### config.mk
export PLATFORM = sky130hd
export DESIGN_NAME = cas_fsk_encoder
export DESIGN_NICKNAME = d
export VERILOG_FILES = /design/src/rtl/cas_fsk_encoder.sv
export SDC_FILE = /design/constraint.sdc
export NUM_CORES = 1
export LEC_CHECK = 0
export ABC_CLOCK_PERIOD_IN_PS = 3560
export BUFFER_PORTS_ARGS = -buffer_cell sky130_fd_sc_hd__buf_2
export CAP_MARGIN = 5
export CORE_MARGIN = 2
export CORE_UTILIZATION = 45
export CTS_CLUSTER_DIAMETER = 200
export DETAILED_ROUTE_END_ITERATION = 8
export PLACE_DENSITY = 0.58
export SLEW_MARGIN = 20
export SYNTH_ARGS = -nofsm -noshare
export SYNTH_HDL_FRONTEND = slang
export SYNTH_SLANG_ARGS = --single-unit
### constraint.sdc
create_clock -name clk -period 3.56 [get_ports clk]
set_input_delay 0.712 -clock clk [delete_from_list [all_inputs] [get_ports clk]]
set_output_delay 0.712 -clock clk [all_outputs]
set_load 0.02 [all_outputs]
### src/rtl/cas_fsk_encoder.sv
// cas_fsk_encoder: turns a CAS file byte stream into the MSX cassette FSK
// waveform. Bytes are gathered into 8-byte blocks, then each byte is sent
// as 11 bits (start 0, data LSB first, two stop 1s). A 0 bit is one slow
// cycle and a 1 bit is two fast cycles, each bit lasting 4*HALF_SHORT ticks.
//
// Optional build macro: CAS_HEADER_DETECT_EN. When defined, a full block
// matching the CAS header pattern is replaced by a 2400 Hz sync tone
// (long after reset/rewind, short afterwards). When undefined, header
// blocks are serialised like any other data.
//
// Ports:
//   clk       system clock
//   reset     synchronous active-high reset
//   ce_5m3    tick enable pacing all waveform timing
//   play      1 = run, 0 = pause (output forced low, everything held)
//   rewind    synchronous restart, same effect as reset
//   in_data   CAS file byte
//   in_valid  in_data is valid
//   in_last   in_data is the final byte of the file
//   in_ready  byte accepted on in_valid & in_ready
//   cas_out   FSK tape signal
//   active    high while a tone or bit is being emitted
module cas_fsk_encoder #(
  parameter int unsigned HALF_SHORT   = 1119,
  parameter int unsigned LONG_CYCLES  = 16000,
  parameter int unsigned SHORT_CYCLES = 4000
) (
  input  logic       clk,
  input  logic       reset,
  input  logic       ce_5m3,
  input  logic       play,
  input  logic       rewind,
  input  logic [7:0] in_data,
  input  logic       in_valid,
  input  logic       in_last,
  output logic       in_ready,
  output logic       cas_out,
  output logic       active
);

  localparam int unsigned TICK_W = $clog2(4 * HALF_SHORT);
  localparam logic [TICK_W-1:0] T_H      = TICK_W'(HALF_SHORT);
  localparam logic [TICK_W-1:0] T_2H     = TICK_W'(2 * HALF_SHORT);
  localparam logic [TICK_W-1:0] T_3H     = TICK_W'(3 * HALF_SHORT);
  localparam logic [TICK_W-1:0] BIT_LAST = TICK_W'(4 * HALF_SHORT - 1);

  // The tone cycle counter is 14 bits wide; larger cycle counts are illegal.
  if (LONG_CYCLES > 16383 || SHORT_CYCLES > 16383 || HALF_SHORT == 0) begin : g_bad_param
    $error("cas_fsk_encoder: illegal parameter value");
  end

  typedef enum logic [2:0] {
    FILL,
    CHECK,
    TONE,
    SEND,
    DONE
  } state_t;

  state_t            state;
  logic [7:0]        buf_q [8];
  logic [3:0]        cnt_q;      // bytes held in the current block (1..8)
  logic              last_q;     // current block ends the file
  logic [2:0]        byte_idx;
  logic [3:0]        bit_idx;    // 0 start, 1..8 data, 9..10 stop
  logic [TICK_W-1:0] tick_q;     // tick within current bit or tone cycle

  logic              accept_c;
  logic              cur_one_c;
  logic [7:0]        cur_byte_c;
  logic [TICK_W-1:0] tick_inc_c;
  logic              bit_end_c;
  logic              last_byte_c;

  assign accept_c    = in_valid & in_ready & play;
  assign cur_byte_c  = buf_q[byte_idx];
  assign tick_inc_c  = tick_q + TICK_W'(1);
  assign bit_end_c   = (tick_q == BIT_LAST);
  assign last_byte_c = ({1'b0, byte_idx} == (cnt_q - 4'd1));

  // Value of the bit currently on the wire.
  always_comb begin
    cur_one_c = 1'b1;
    if (bit_idx == 4'd0) begin
      cur_one_c = 1'b0;
    end else if (bit_idx <= 4'd8) begin
      cur_one_c = cur_byte_c[3'(bit_idx - 4'd1)];
    end
  end

  // Output level at tick t of a bit: a 1 bit (and a tone cycle) toggles every
  // HALF_SHORT ticks, a 0 bit every 2*HALF_SHORT ticks; both start high.
  function automatic logic wave_lvl(input logic one, input logic [TICK_W-1:0] t);
    if (one) begin
      wave_lvl = (t < T_H) || ((t >= T_2H) && (t < T_3H));
    end else begin
      wave_lvl = (t < T_2H);
    end
  endfunction

`ifdef CAS_HEADER_DETECT_EN
  localparam logic [63:0] HDR = 64'h74_7D_13_CC_BA_DE_A6_1F;
  localparam logic [TICK_W-1:0] CYC_LAST = TICK_W'(2 * HALF_SHORT - 1);

  logic        first_hdr;
  logic [13:0] tone_cnt;
  logic [13:0] tone_target_c;
  logic        hdr_match_c;
  logic        cyc_end_c;

  assign tone_target_c = first_hdr ? 14'(LONG_CYCLES) : 14'(SHORT_CYCLES);
  assign cyc_end_c     = (tick_q == CYC_LAST);

  // Only a complete block can be a header.
  always_comb begin
    hdr_match_c = (cnt_q == 4'd8);
    for (int i = 0; i < 8; i++) begin
      if (buf_q[i] != HDR[8*i +: 8]) hdr_match_c = 1'b0;
    end
  end
`endif

  // Block sequencer and waveform generator.
  always_ff @(posedge clk) begin
    if (reset || rewind) begin
      state    <= FILL;
      cnt_q    <= '0;
      last_q   <= 1'b0;
      byte_idx <= '0;
      bit_idx  <= '0;
      tick_q   <= '0;
      cas_out  <= 1'b0;
      active   <= 1'b0;
      in_ready <= 1'b0;
      for (int i = 0; i < 8; i++) buf_q[i] <= '0;
`ifdef CAS_HEADER_DETECT_EN
      first_hdr <= 1'b1;
      tone_cnt  <= '0;
`endif
    end else if (!play) begin
      // Pause: line goes quiet, all positions are frozen.
      cas_out  <= 1'b0;
      in_ready <= 1'b0;
    end else begin
      case (state)
        FILL: begin
          in_ready <= 1'b1;
          if (accept_c) begin
            buf_q[cnt_q[2:0]] <= in_data;
            cnt_q             <= cnt_q + 4'd1;
            if (cnt_q == 4'd7 || in_last) begin
              state    <= CHECK;
              last_q   <= in_last;
              in_ready <= 1'b0;
            end
          end
        end

        CHECK: begin
          tick_q   <= '0;
          bit_idx  <= '0;
          byte_idx <= '0;
          cas_out  <= 1'b1;
          active   <= 1'b1;
          state    <= SEND;
`ifdef CAS_HEADER_DETECT_EN
          if (hdr_match_c) begin
            state    <= TONE;
            tone_cnt <= '0;
          end
`endif
        end

        TONE: begin
`ifdef CAS_HEADER_DETECT_EN
          if (!ce_5m3) begin
            cas_out <= wave_lvl(1'b1, tick_q);
          end else if (cyc_end_c) begin
            tick_q <= '0;
            if (tone_cnt == tone_target_c - 14'd1) begin
              state     <= FILL;
              cas_out   <= 1'b0;
              active    <= 1'b0;
              in_ready  <= 1'b1;
              first_hdr <= 1'b0;
              cnt_q     <= '0;
              tone_cnt  <= '0;
            end else begin
              tone_cnt <= tone_cnt + 14'd1;
              cas_out  <= 1'b1;
            end
          end else begin
            tick_q  <= tick_inc_c;
            cas_out <= wave_lvl(1'b1, tick_inc_c);
          end
`else
          state    <= FILL;
          cas_out  <= 1'b0;
          active   <= 1'b0;
          in_ready <= 1'b1;
`endif
        end

        SEND: begin
          if (!ce_5m3) begin
            cas_out <= wave_lvl(cur_one_c, tick_q);
          end else if (bit_end_c) begin
            tick_q <= '0;
            if (bit_idx == 4'd10) begin
              bit_idx <= '0;
              if (last_byte_c) begin
                cas_out  <= 1'b0;
                active   <= 1'b0;
                cnt_q    <= '0;
                byte_idx <= '0;
                if (last_q) begin
                  state <= DONE;
                end else begin
                  state    <= FILL;
                  in_ready <= 1'b1;
                end
              end else begin
                byte_idx <= byte_idx + 3'd1;
                cas_out  <= 1'b1;
              end
            end else begin
              bit_idx <= bit_idx + 4'd1;
              cas_out <= 1'b1;
            end
          end else begin
            tick_q  <= tick_inc_c;
            cas_out <= wave_lvl(cur_one_c, tick_inc_c);
          end
        end

        DONE: begin
          cas_out  <= 1'b0;
          active   <= 1'b0;
          in_ready <= 1'b0;
        end

        default: begin
          state <= FILL;
        end
      endcase
    end
  end

endmodule

==> flow_metrics.py, run 1 <==
metrics = {
    "placement": {
        "gp_congestion": 0.8863,
        "portBuffers": 17,
        "dp_hpwl_mm": 8.804,
        "postPlaceCellArea_mm2": 0.005573,
        "dp.cells": 655,
    },
    "final_layout": {
        "multi_input_area_mm2": 0.002564,
        "design_area_mm2": 0.005876,
        "drive_gt1_frac": 0.1307,
        "final_common_cell": "and2_1",
        "num-fill-cells": 1090,
        "ff_latch_area_mm2": 0.002603,
        "area_growth_pct": 9.643,
        "fin_cells": 671,
        "nNetsFinal": 548,
        "final_cell_mix": "and2_1, edfxtp_1, nor2_1",
        "num_antenna_cells": 0,
    },
    "synthesis": {
        "synth-edff-count": 64,
        "avgSynthCellArea_um2": 10.49,
        "synth-seq-cells": 98,
        "synth_top_family_by_area": "simple AND/OR/NAND/NOR gates",
        "synthesis.instances": 511,
        "synth-async-reset-ratio": 0,
        "synth_xor_area_frac": 0.02778,
        "synthMuxAreaShare": 0.07191,
        "yosysUniqueCellTypes": 66,
        "synth_area_mm2": 0.005359,
        "yosysWarnings": 0,
        "synth_nets": 536,
        "ys_seq_area_frac": 0.4856,
        "synthSimpleGateAreaFrac": 0.2339,
        "synth_compound_area_frac": 0.1214,
        "yosysTopAreaCell": "edfxtp_1",
        "synth_ff_type": "edfxtp_1",
        "synth_top_area_share": 0.3586,
        "synth_area_leaders": "edfxtp_1, dfxtp_1, and2_1, mux4_2, nor2_1",
        "synthAdderAreaFrac": 0.02335,
    },
    "sta": {
        "max_slew_margin": 0.4358,
        "finalCriticalPeriod_ns": 2.782,
        "setup_viol": 0,
        "worstMarginPinSlew_ns": 0.8432,
        "post-route-period-util": 0.7816,
        "grt_setup_unrepaired": "no",
        "fmaxAchievable_ghz": 0.3594,
        "slew_viol_final": 0,
        "hold_ws_ns": 0.5133,
        "fin_setup_tns_ns": 0,
        "hold_viol": 0,
        "skew_ns": 0.005416,
    },
    "clocking": {
        "root_buffer": "clkbuf_16",
        "worstSkewPairLatency_ns": 0.36,
        "cts_hold_buf": 0,
        "clk_path_buf_depth": 2,
        "htreeDepth": 3,
        "clk_pin_slew_worst_paths_ns": 0.07,
        "post_cts_buffers": 0,
        "cts_resized": 0,
        "numCtsBuffers": 9,
        "cts_tree": "built",
        "cts.sinks": 98,
    },
    "min_path": {
        "worstHoldPathCells": 2,
        "min_from": "last_q",
        "hold_path.class": "flip-flop to flip-flop",
        "whs_endpoint": "last_q",
    },
    "power_and_ir_drop": {
        "pwr-share-seq": 0.533,
        "power.density_mw_per_mm2": 397.9,
        "peakVddDrop_uv": 242.3,
        "power_leakage_nw": 2.022,
        "clkPwrFrac": 0.431,
        "p_sw_frac": 0.2220,
        "power.switching_mw": 0.5190,
        "p_int_mw": 1.819,
        "pwr-share-comb": 0.035,
    },
    "setup_path": {
        "crit_chain": "ha_1, nand3_1, nor4_1, xnor2_1, or3_1, a311oi_1, a211oi_2",
        "worstRegToRegCells": 7,
        "regToRegSetupSlack_ns": 0.78,
        "cp.arrival_ns": 3.01,
        "cp_slowest_stage_delay_ns": 0.53,
        "reg2reg_from": "tick_q[0]",
        "crit_required_ns": 3.79,
        "crit_buf_inv": 0,
        "worstSetupPathType": "flip-flop to flip-flop",
        "r2r_end": "cas_out",
        "critPathLaunchType": "flip-flop",
        "crit_fanout": 11,
        "cp_top_family": "simple AND/OR/NAND/NOR gates",
        "cp-end-kind": "flip-flop",
        "cpMaxStageDelayCell": "dfxtp_1",
    },
    "routing": {
        "drc": 0,
        "wirelength_mm": 12.77,
        "drt_iter0_markers": 356,
        "drt_pre_antenna_iters": 4,
        "wl_per_cell_um": 19.03,
        "dr_total_vias": 3906,
        "ant_nets": 0,
        "viasPerCell": 5.821,
    },
    "die": {
        "start_util": 0.4653,
        "boundaryPins": 18,
        "dieArea_mm2": 0.01280,
        "die_x_um": 113.1,
        "num_rows": 39,
        "core-area_mm2": 0.01152,
        "die_h_um": 113.1,
    },
    "grt": {
        "grt_max_degree": 25,
        "grt-ovfl-total": 0,
        "first_global_vias": 3713,
        "grt_pass1_wl_mm": 20.67,
        "grt_usage": 0.2128,
        "antenna_found_initial": 0,
    },
    "outcome": {
        "outcome": "completed",
    },
    "flow_run": {
        "drv_cap": 0,
    },
}
## cell families (layout without fill, tap and decap cells)
kind of cell,count (synthesis),after routing
mux,20,20
compound gates,99,99
simple gates,225,225
xor+xnor,17,17
fa+ha+maj,10,10
buf+inv,42,59
flops,98,98
## synthesized netlist by cell type (all sizes together), types with 4 or more instances
cell type,number
inv,14
a31oi,5
or3,4
edfxtp,64
xnor2,11
a22oi,4
nor2b,7
mux2i,4
nand2,28
nor3,10
clkbuf,14
nor4,7
and2,68
a211oi,7
nand3b,6
buf,14
mux4,13
ha,10
xor2,6
nand3,15
nand2b,6
nand4,7
and3,5
o21ai,30
a21oi,25
dfxtp,34
nor2,48
## registers in the layout, indices dropped and copies added (netlist names), 3 cells and up, named ones only
name,flops
tick_q,13
state,3
bit_idx,4
byte_idx,3
buf_q,64
cnt_q,4
## power groups by stage
stage / clock network, mW / logic, mW / registers (mW)
finish: 1.01 / 0.0828 / 1.25
global route: 1.06 / 0.0902 / 1.25
CTS: 1.02 / 0.0831 / 1.25
detailed placement: 0 / 0.0829 / 1.27
global placement: 0 / 0.0825 / 1.27
floorplan: 0 / 0.0416 / 1.27
## final cells by class
| class | count | area share |
|---|---|---|
| tap | 143 | 0.03045 |
| inverter | 14 | 0.008944 |
| multi-input combinational | 371 | 0.4363 |
| timing repair buffer | 29 | 0.02981 |
| sequential | 98 | 0.4429 |
| clock buffer | 10 | 0.03897 |
| clock inverter | 6 | 0.01256 |
## per-layer routing
metal	GRT usage	wire length, µm	up-vias
li1	-	-	1896
met1	0.3242	6388	1909
met2	0.3050	5658	84
met3	0.02892	433	17
met4	0.08862	289	0
met5	0	0	-
## worst min-delay path, delay by kind of cell (launching register included)
family | cells | cell delay (ns)
flip-flops | 1 | 0.33
AO/OA/AOI/OAI | 2 | 0.14
## how the worst max path moves through the flow
stage	from	endpoint	slack [ns]	cells after the start
after floorplan	play	buf_q[2][0]	0.78	5
after global placement	play	buf_q[0][2]	0.93	7
after detailed placement	play	buf_q[0][7]	0.85	7
after CTS	tick_q[0]	cas_out	0.88	7
after global routing	tick_q[0]	cas_out	0.60	7
final	tick_q[0]	cas_out	0.78	7
## stage by stage
stage	power, mW	util	worst slack (ns)
2_1_floorplan	1.309	-	0.7789
3_3_place_gp	1.355	0.4839	0.9282
3_5_place_dp	1.356	0.4839	0.8539
4_1_cts	2.353	0.5102	0.8829
5_1_grt	2.401	0.5102	0.5990
6_report	2.338	0.5102	0.7776
Power figures use the tool's default switching activity.
==> run 2: changes to the inputs <==
Settings changed: ABC_CLOCK_PERIOD_IN_PS 3560 to 2800.
Clock period 3.56 ns to 2.8 ns, I/O delays scaled along.
==> run 2 against run 1 <==
  * Via count grew 0.97%
  * Hold slack got worse by 0.055 ns
  * First-iteration DRC count down 17%
  * Fmax grew 11%
  * Design area grew 1.9%
  * Clock-buffer cell count fell by 1
  * Final cell count grew 2.4%
  * Utilization grew 0.95 points
  * Routed wire length about the same
  * Die area stayed put
  * Critical endpoint unchanged
==> flow_metrics.py, run 2 (synthesis results as in run 1) <==
metrics = {
    "outcome": {
        "outcome": "completed",
    },
    "clocking": {
        "worstSkewPairLatency_ns": 0.36,
        "cts_tree": "built",
        "clk_path_buf_depth": 2,
        "cts_resized": 0,
        "post_cts_buffers": 0,
        "clk_pin_slew_worst_paths_ns": 0.07,
        "htreeDepth": 3,
        "numCtsBuffers": 9,
        "cts_hold_buf": 0,
        "root_buffer": "clkbuf_16",
        "cts.sinks": 98,
    },
    "setup_path": {
        "crit_start": "tick_q[0]",
        "cp_slowest_stage_delay_ns": 0.54,
        "reg2reg_from": "tick_q[0]",
        "cpMaxStageDelayCell": "dfxtp_1",
        "cp-end-kind": "flip-flop",
        "r2r_end": "cas_out",
        "crit_required_ns": 3.04,
        "regToRegSetupSlack_ns": 0.28,
        "critPathLaunchType": "flip-flop",
        "crit_chain": "ha_1, nand3_1, nor4_1, xnor2_1, or3_1, a311oi_1, a211oi_2",
        "cp.arrival_ns": 2.76,
        "crit_fanout": 11,
        "worstRegToRegCells": 7,
        "crit_end": "cas_out",
        "worstSetupPathType": "flip-flop to flip-flop",
    },
    "sta": {
        "fin_setup_tns_ns": 0,
        "setup_viol": 0,
        "post-route-period-util": 0.8985,
        "worstMarginPinSlew_ns": 0.5176,
        "hold_viol": 0,
        "slew_viol_final": 0,
        "finalCriticalPeriod_ns": 2.516,
        "grt_setup_unrepaired": "no",
        "skew_ns": 0.007436,
        "fmaxAchievable_ghz": 0.3975,
        "max_slew_margin": 0.6537,
    },
    "placement": {
        "postPlaceCellArea_mm2": 0.005693,
        "gp_congestion": 0.8708,
        "dp_hpwl_mm": 9.075,
        "portBuffers": 17,
    },
    "die": {
        "core-area_mm2": 0.01152,
        "num_rows": 39,
        "dieArea_mm2": 0.01280,
        "boundaryPins": 18,
        "die_h_um": 113.1,
        "start_util": 0.4653,
        "die_x_um": 113.1,
    },
    "grt": {
        "antenna_found_initial": 0,
        "grt_pass1_wl_mm": 20.70,
        "grt-ovfl-total": 0,
        "first_global_vias": 3774,
        "grt_usage": 0.2100,
        "grt_max_degree": 25,
    },
    "routing": {
        "viasPerCell": 5.741,
        "dr_total_vias": 3944,
        "drt_pre_antenna_iters": 5,
        "drt_iter0_markers": 297,
        "wl_per_cell_um": 18.57,
        "wirelength_mm": 12.76,
        "ant_nets": 0,
        "drc": 0,
    },
    "final_layout": {
        "num-fill-cells": 1054,
        "regMostFlops": "buf_q",
        "nNetsFinal": 564,
        "num_antenna_cells": 0,
        "area_growth_pct": 11.67,
        "largest_reg_flops": 64,
        "largestRegisters": "buf_q (64), tick_q (13)",
        "final_cell_mix": "and2_1, edfxtp_1, nor2_1",
        "drive_gt1_frac": 0.1581,
        "final_common_cell": "and2_1",
        "design_area_mm2": 0.005984,
    },
    "min_path": {
        "hold_path.class": "primary input to flip-flop",
    },
    "power_and_ir_drop": {
        "peakVddDrop_uv": 328.2,
        "power_leakage_nw": 2.104,
        "power.density_mw_per_mm2": 490.5,
    },
    "flow_run": {
        "drv_cap": 0,
    },
}
==> run 2: cell types whose count changed in the layout (fill, tap and decap cells not counted) <==
cell       change
bufinv_16      -1
buf_4         +16
inv_8          +2
clkbuf_1       -1
clkinv_4       -1
inv_6          +1
==> run 2: where the power goes <==
| group | switching [mW] | total [mW] | internal [mW] | leakage, nW |
|---|---|---|---|---|
| sequential | 0.0120 | 1.58 | 1.57 | 0.987 |
| clock | 0.618 | 1.25 | 0.629 | 0.138 |
| combinational | 0.0685 | 0.105 | 0.0369 | 0.978 |
==> run 2: through the flow <==
| step | power (mW) | instances | utilization | setup WS, ns | hold slack (ns) |
|---|---|---|---|---|---|
| global placement | 1.720 | 671 | 0.4944 | 0.3350 | 0.4946 |
| global route | 3.026 | 687 | 0.5197 | 0.003409 | 0.4667 |
| CTS | 2.960 | 687 | 0.5197 | 0.2816 | 0.4493 |
| floorplan | 1.664 | 511 | - | 0.1709 | 0.4562 |
| finish | 2.935 | 687 | 0.5197 | 0.2843 | 0.4579 |
| detailed placement | 1.723 | 671 | 0.4944 | 0.3005 | 0.5060 |
==> run 2: worst min path at each step <==
stage | from | to | slack [ns] | depth (start not counted)
2_1_floorplan | last_q | state[2] | 0.46 | 2
3_3_place_gp | cnt_q[3] | cnt_q[3] | 0.49 | 1
3_5_place_dp | last_q | last_q | 0.51 | 2
4_1_cts | in_last | last_q | 0.45 | 3
5_1_grt | in_last | last_q | 0.47 | 3
6_report | in_last | last_q | 0.46 | 3
==> run 2: cell type report <==
class | count | area, µm² | share of cell area
inverter | 14 | 52.55 | 0.008781
tap | 143 | 178.9 | 0.02990
clock inverter | 7 | 66.31 | 0.01108
sequential | 98 | 2603 | 0.4349
clock buffer | 9 | 225.2 | 0.03763
timing repair buffer | 45 | 295.3 | 0.04934
multi-input combinational | 371 | 2564 | 0.4284
==> run 2: layer usage <==
layer | global-route usage | up-vias | routed length, µm
met4 | 0.06911 | 0 | 148
met2 | 0.3078 | 85 | 5617
li1 | - | 1936 | -
met5 | 0 | - | 0
met1 | 0.3220 | 1913 | 6498
met3 | 0.02785 | 10 | 492
==> run 2: critical path, delay by kind of cell (launching register included) <==
family,cells,cell delay (ns)
and+or+nand+nor,3,0.86
DFF,1,0.54
AOI/OAI and AO/OA,2,0.42
adders and majority gates,1,0.36
xor gates and xnor gates,1,0.21
